## src/rtl/modulo_avaliador_ataque_pkg.sv

```systemverilog
// Shared definitions for the attack-phase evaluator: board geometry,
// RGB result codes, FSM states and the (row,col) -> bit index helper.
package modulo_avaliador_ataque_pkg;

    localparam int N_ROWS  = 7;
    localparam int N_COLS  = 5;
    localparam int N_CELLS = 35;

    typedef enum logic [1:0] {
        RGB_OFF  = 2'b00,
        RGB_MISS = 2'b01,
        RGB_HIT  = 2'b10,
        RGB_REJ  = 2'b11
    } rgb_e;

    typedef enum logic [2:0] {
        S_IDLE,
        S_ARMED,
        S_EVAL,
        S_SHOW,
        S_OVER
    } state_e;

    // Cell (r,c) lives at bit 34-5r-c; only valid for in-range coords.
    function automatic logic [5:0] cell_idx(input logic [2:0] row,
                                            input logic [2:0] col);
        return 6'd34 - 6'd5 * {3'd0, row} - {3'd0, col};
    endfunction

    function automatic logic coord_ok(input logic [5:0] c);
        return (c[5:3] <= 3'd4) && (c[2:0] <= 3'd6);
    endfunction

endpackage

```

## src/rtl/modulo_contador_navios.sv

```systemverilog
// Counts ship cells (zeros) in an active-low 35-cell matrix.
// Ports: m_i matrix in, count_o number of zero bits.
module modulo_contador_navios
    import modulo_avaliador_ataque_pkg::*;
(
    input  logic [N_CELLS-1:0] m_i,
    output logic [5:0]         count_o
);

    always_comb begin
        count_o = '0;
        for (int i = 0; i < N_CELLS; i++) begin
            count_o = count_o + {5'd0, ~m_i[i]};
        end
    end

endmodule

```

## src/rtl/modulo_avaliador_ataque.sv

```systemverilog
// Attack-phase evaluator: classifies shots as hit/miss/rejected and keeps
// the attack record, shot/hit counters and game-over flag.
// Ports: clk/clr (sync active-high), start, m_po, coord, fire in;
//        rgb, m_at, shots, hits, ships_left, game_over, busy out.
module modulo_avaliador_ataque #(
    parameter int SHOW_CYCLES = 50_000_000
) (
    input  logic        clk,
    input  logic        clr,
    input  logic        start,
    input  logic [34:0] m_po,
    input  logic [5:0]  coord,
    input  logic        fire,
    output logic [1:0]  rgb,
    output logic [34:0] m_at,
    output logic [5:0]  shots,
    output logic [5:0]  hits,
    output logic [5:0]  ships_left,
    output logic        game_over,
    output logic        busy
);
    import modulo_avaliador_ataque_pkg::*;

    localparam int CW = $clog2(SHOW_CYCLES + 1);
    localparam logic [CW-1:0] LAST = CW'(SHOW_CYCLES - 1);

    state_e        state_q, state_d;
    rgb_e          rgb_q, rgb_d;
    logic [34:0]   po_q, po_d;
    logic [34:0]   m_at_q, m_at_d;
    logic [5:0]    shots_q, shots_d;
    logic [5:0]    hits_q, hits_d;
    logic [5:0]    left_q, left_d;
    logic [5:0]    coord_q, coord_d;
    logic [CW-1:0] cnt_q, cnt_d;
    logic          fire_q;
    logic          fire_edge;
    logic [5:0]    n_ships;
    logic [5:0]    idx;

    modulo_contador_navios u_cont (
        .m_i     (m_po),
        .count_o (n_ships)
    );

    assign fire_edge = fire & ~fire_q;

    always_comb begin
        state_d = state_q;
        rgb_d   = rgb_q;
        po_d    = po_q;
        m_at_d  = m_at_q;
        shots_d = shots_q;
        hits_d  = hits_q;
        left_d  = left_q;
        coord_d = coord_q;
        cnt_d   = cnt_q;
        idx     = '0;
        if (start) begin
            // start overrides any shot in flight
            po_d    = m_po;
            m_at_d  = '1;
            shots_d = '0;
            hits_d  = '0;
            left_d  = n_ships;
            rgb_d   = RGB_OFF;
            cnt_d   = '0;
            state_d = (n_ships == 6'd0) ? S_OVER : S_ARMED;
        end else begin
            unique case (state_q)
                S_IDLE: ;
                S_ARMED: begin
                    if (fire_edge) begin
                        coord_d = coord;
                        state_d = S_EVAL;
                    end
                end
                S_EVAL: begin
                    state_d = S_SHOW;
                    cnt_d   = '0;
                    if (!coord_ok(coord_q)) begin
                        rgb_d = RGB_REJ;
                    end else begin
                        idx = cell_idx(coord_q[2:0], coord_q[5:3]);
                        if (!m_at_q[idx]) begin
                            rgb_d = RGB_REJ;
                        end else begin
                            m_at_d[idx] = 1'b0;
                            if (shots_q != 6'd63)
                                shots_d = shots_q + 6'd1;
                            if (!po_q[idx]) begin
                                rgb_d  = RGB_HIT;
                                hits_d = hits_q + 6'd1;
                                left_d = left_q - 6'd1;
                            end else begin
                                rgb_d = RGB_MISS;
                            end
                        end
                    end
                end
                S_SHOW: begin
                    if (cnt_q == LAST) begin
                        rgb_d   = RGB_OFF;
                        state_d = (left_q == 6'd0) ? S_OVER : S_ARMED;
                    end else begin
                        cnt_d = cnt_q + 1'b1;
                    end
                end
                S_OVER: rgb_d = RGB_OFF;
                default: state_d = S_IDLE;
            endcase
        end
    end

    always_ff @(posedge clk) begin
        if (clr) begin
            state_q <= S_IDLE;
            rgb_q   <= RGB_OFF;
            po_q    <= '1;
            m_at_q  <= '1;
            shots_q <= '0;
            hits_q  <= '0;
            left_q  <= '0;
            coord_q <= '0;
            cnt_q   <= '0;
            fire_q  <= 1'b0;
        end else begin
            state_q <= state_d;
            rgb_q   <= rgb_d;
            po_q    <= po_d;
            m_at_q  <= m_at_d;
            shots_q <= shots_d;
            hits_q  <= hits_d;
            left_q  <= left_d;
            coord_q <= coord_d;
            cnt_q   <= cnt_d;
            fire_q  <= fire;
        end
    end

    assign rgb        = rgb_q;
    assign m_at       = m_at_q;
    assign shots      = shots_q;
    assign hits       = hits_q;
    assign ships_left = left_q;
    assign game_over  = (state_q == S_OVER);
    assign busy       = (state_q == S_EVAL) || (state_q == S_SHOW);

endmodule

```

## config.mk

```make
export PLATFORM = sky130hd
export DESIGN_NAME = modulo_avaliador_ataque
export DESIGN_NICKNAME = d
export VERILOG_FILES = /design/src/rtl/modulo_avaliador_ataque_pkg.sv /design/src/rtl/modulo_contador_navios.sv /design/src/rtl/modulo_avaliador_ataque.sv
export SDC_FILE = /design/constraint.sdc
export NUM_CORES = 1
export LEC_CHECK = 0
export BUFFER_PORTS_ARGS = -buffer_cell sky130_fd_sc_hd__clkbuf_2
export CORE_MARGIN = 2
export CORE_UTILIZATION = 60
export DETAILED_ROUTE_END_ITERATION = 10
export PLACE_DENSITY = 0.94
export SETUP_SLACK_MARGIN = 0.05
export SLEW_MARGIN = 20
export SYNTH_ARGS = -nofsm -noshare
export SYNTH_HDL_FRONTEND = slang
export SYNTH_SLANG_ARGS = --single-unit
```

## constraint.sdc

```tcl
create_clock -name clk -period 12.3 [get_ports clk]
set_input_delay 0 -clock clk [delete_from_list [all_inputs] [get_ports clk]]
set_output_delay 0 -clock clk [all_outputs]
set_load 0.01 [all_outputs]
```

==> summary.md <==
| Metric | Value |
|---|---|
| RSZ-0062 raised after global routing | false |
| Routed vias | 6,308 |
| Final TNS setup | 0 ns |
| First-pass GRT wire length | 30,500 µm |
| Largest net degree at the start of global routing | 81 |
| Fmax | 0.192 GHz |
| Floorplan row count | 39 |
| Worst hold-check path type | input port to register |
| Clock sinks | 126 |
| Average vias per placed instance | 5.91 |
| Remaining Overflow, GRT | 0 |
| Final wirelength | 18,800 µm |
| Clock period minus worst slack | 5.20 ns |
| CTS Buffer Depth | 2 |
| WP data arrival | 5.48 ns |
| Die Wd | 113 µm |
| Vias in the first global route | 6,319 |
| Switching Share | 36.3% |
| Status | complete, no violations |
| Postcts setup bufs | 0 |
| Synth Instances | 791 |
| Area leader, netlist | dfxtp_1 |
| Port buffer count | 101 |
| Final setup viols | 0 |
| Post-synth ARST share | 0% |
| Critical Path Start Type | input port |
| CTS Buf Count | 17 |
| Yosys top cell area share | 35.5% |
| Most used cell along the critical path | fa_1 |
| Reg power frac | 28.2% |
| Sequential share of the synthesized area | 35.5% |
| Clock Skews | 0.00867 ns |
| Cell with the most instances after synthesis | dfxtp_1 |
| Post-synth top cells | dfxtp_1, inv_1, nand2_1 |
| Lkg Pwr | 3.63 nW |
| Critical path fanouts, max | 2 |
| Relative slew slack | 28.4% |
| Critical path, cell by cell | dlygate4sd3_1 > clkbuf_2 > inv_1 > ha_1 > fa_1 > fa_1 > fa_1 > fa_1 > fa_1 > inv_1 > fa_1 > inv_1 > ha_1 > a21o_1 > a21oi_1 > xor2_1 > nand4_1 > nor2_1 > nor3_1 |
| CTS tree | yes |
| P_sw | 580 µW |
| Int Pwr | 1.02 mW |
| Placement Setup Slack | 7.24 ns |
| Starting Density | 62.0% |
| Period utilisation layout | 42.3% |
| Die ar. | 12,700 µm² |
| EDFF count, synth | 0 |
| Area delta synth->final | 21.4% |
| Setup CP Type | input port to register |
| Max Cap Violations | 0 |
| Synthesized cell area | 7110 µm² |
| GRT Util Overall | 30.5% |
| Worst EP required | 12.58 ns |
| Final GP Congestion | 0.858 |
| Netlist cell types | 68 |
| Setup ws final | 7.10 ns |
| Drt initial violations | 573 |
| # IOs | 102 |
| CTS H-tree lvls | 4 |
| PwrDens | 185 nW/µm² |
| DR pass1 iterations | 6 |
| Root buf cell | clkbuf_16 |
| Die Height | 113 µm |
| Dpl cells | 995 |
| Gate power share | 41.0% |
| Clock power share | 30.7% |
| Initial antenna violation count | 0 |
| Clock slew seen by the registers of the worst setup and hold paths | 0.05 ns |
| Fill cell count | 738 |
| Finished Layout Cells | 1,068 |
| Critical path's largest stage delay | 0.60 ns |
| Hold Buf Count CTS | 42 |
| Hpwl dp | 12,300 µm |
| Detail Route Antenna Nets | 0 |
| Final hold slack | 0.153 ns |
| Final Total Pwr | 1.60 mW |
| Layout cells sized above 1 | 17.5% |
| Crit end category | register |
| DR WL/cell | 17.6 µm |
| Ranking of synthesized cells by area | dfxtp_1, fa_1, a211o_1 |
| ANT cells | 0 |
| Worst-Margin Slew | 1.07 ns |
| Yosys reg bits | 126 |
| Fin. Hold Viols | 0 |
| Synth warn | 0 |
| Post-route DRC | 0 |
| Worst VDD drop | 0.151 mV |
| Area of the core | 11,500 µm² |
| Post-Synthesis Net Count | 888 |
| Insertion delay to the later sink of the worst-skew pair | 0.42 ns |
| Main synth FF type | dfxtp_1 |
| Post_cts resized | 0 |
| Mean post-synth cell area | 8.98 µm² |
| Slowest library cell on the worst path | fa_1 |
| Fin nets | 1,010 |
| Slew Limit Fails | 0 |
[sequential cells by signal, indices dropped and copies added (netlist names)]
name / flops
cnt_q: 26
coord_q: 6
fire_q: 1
hits: 6
m_at: 35
po_q: 35
rgb: 2
ships_left: 6
shots: 6
state_q: 3
[power by group through the flow]
stage | combinational, mW | sequential (mW) | clock, mW
after detailed placement | 0.625 | 0.458 | 0
after floorplan | 0.502 | 0.453 | 0
after global placement | 0.601 | 0.457 | 0
final | 0.656 | 0.451 | 0.491
after global routing | 0.722 | 0.453 | 0.518
after CTS | 0.650 | 0.449 | 0.495
[path summary, 6_finish.rpt]
path | start | endpoint | slack (ns) | cells past startpoint
max | m_po[0] | state_q[0] | 7.10 | 19
max reg2reg | coord_q[2] | shots[5] | 7.53 | 14
min reg2reg | rgb[1] | rgb[1] | 0.45 | 2
min | clr | state_q[2] | 0.15 | 3
[per-stage QoR]
step | area, µm² | utilization (%)
2_1_floorplan | 7110 | -
4_1_cts | 8630 | 75.2
5_1_grt | 8630 | 75.2
6_report | 8630 | 75.2
3_3_place_gp | 7630 | 66.5
3_5_place_dp | 7630 | 66.5
[critical path, delay by kind of cell]
kind,cells,cell delay (ns)
AO/OA/AOI/OAI,2,0.39
XOR/XNOR,1,0.21
adder cells (fa/ha/maj),8,3.69
buffers and inverters,5,0.79
AND/OR/NAND/NOR,3,0.36
[layout make-up]
cell class	instances	area, µm²	area share, %
clock inverters	7	85.1	0.986
flip-flops and latches	126	2520	29.2
repair buffers	148	963	11.2
clock buffers	24	492	5.70
multi-input cells	537	4070	47.2
well taps	143	179	2.07
inverters	83	312	3.61
[cell families (layout without fill, tap and decap cells)]
| family | after synthesis | in the layout | share of synthesized area (%) |
|---|---|---|---|
| simple gates | 275 | 275 | 19.7 |
| compound gates | 144 | 144 | 15.7 |
| buf+inv | 128 | 262 | 7.29 |
| flops | 126 | 126 | 35.5 |
| fa+ha+maj | 52 | 52 | 12.2 |
| xor+xnor | 39 | 39 | 4.81 |
| mux | 27 | 27 | 4.84 |
[layout by cell type, fill, tap and decap left out, types with 4 or more instances in the layout]
| master | n |
|---|---|
| clkbuf_16 | 17 |
| nor3_1 | 9 |
| buf_4 | 5 |
| clkinv_2 | 5 |
| a21oi_1 | 17 |
| inv_1 | 82 |
| nor2b_1 | 43 |
| clkbuf_8 | 4 |
| o41ai_1 | 17 |
| a221oi_1 | 6 |
| o21ai_0 | 11 |
| dfxtp_1 | 126 |
| xor2_1 | 16 |
| mux2_2 | 6 |
| o31ai_1 | 17 |
| nand3_1 | 21 |
| nand2_1 | 78 |
| ha_1 | 23 |
| clkbuf_2 | 101 |
| a211oi_1 | 6 |
| nand2b_1 | 5 |
| mux4_2 | 5 |
| a211o_1 | 37 |
| nor3b_1 | 5 |
| or3_1 | 4 |
| nor2_1 | 67 |
| xnor2_1 | 23 |
| a21o_1 | 4 |
| dlygate4sd3_1 | 42 |
| nand4_1 | 8 |
| a22oi_1 | 5 |
| fa_1 | 29 |
| and3_1 | 8 |
| mux2i_1 | 13 |
| a221o_1 | 4 |
[metal layers]
metal / global-route usage (%) / part of all wire, % / vias up
met4: 13.3 / 3.2 / 0
li1: - / - / 2976
met3: 6.96 / 7.2 / 51
met2: 52.7 / 51 / 291
met1: 36.4 / 39 / 2990
met5: 0 / 0 / -
Note: power is estimated with default switching activity, not from simulation.
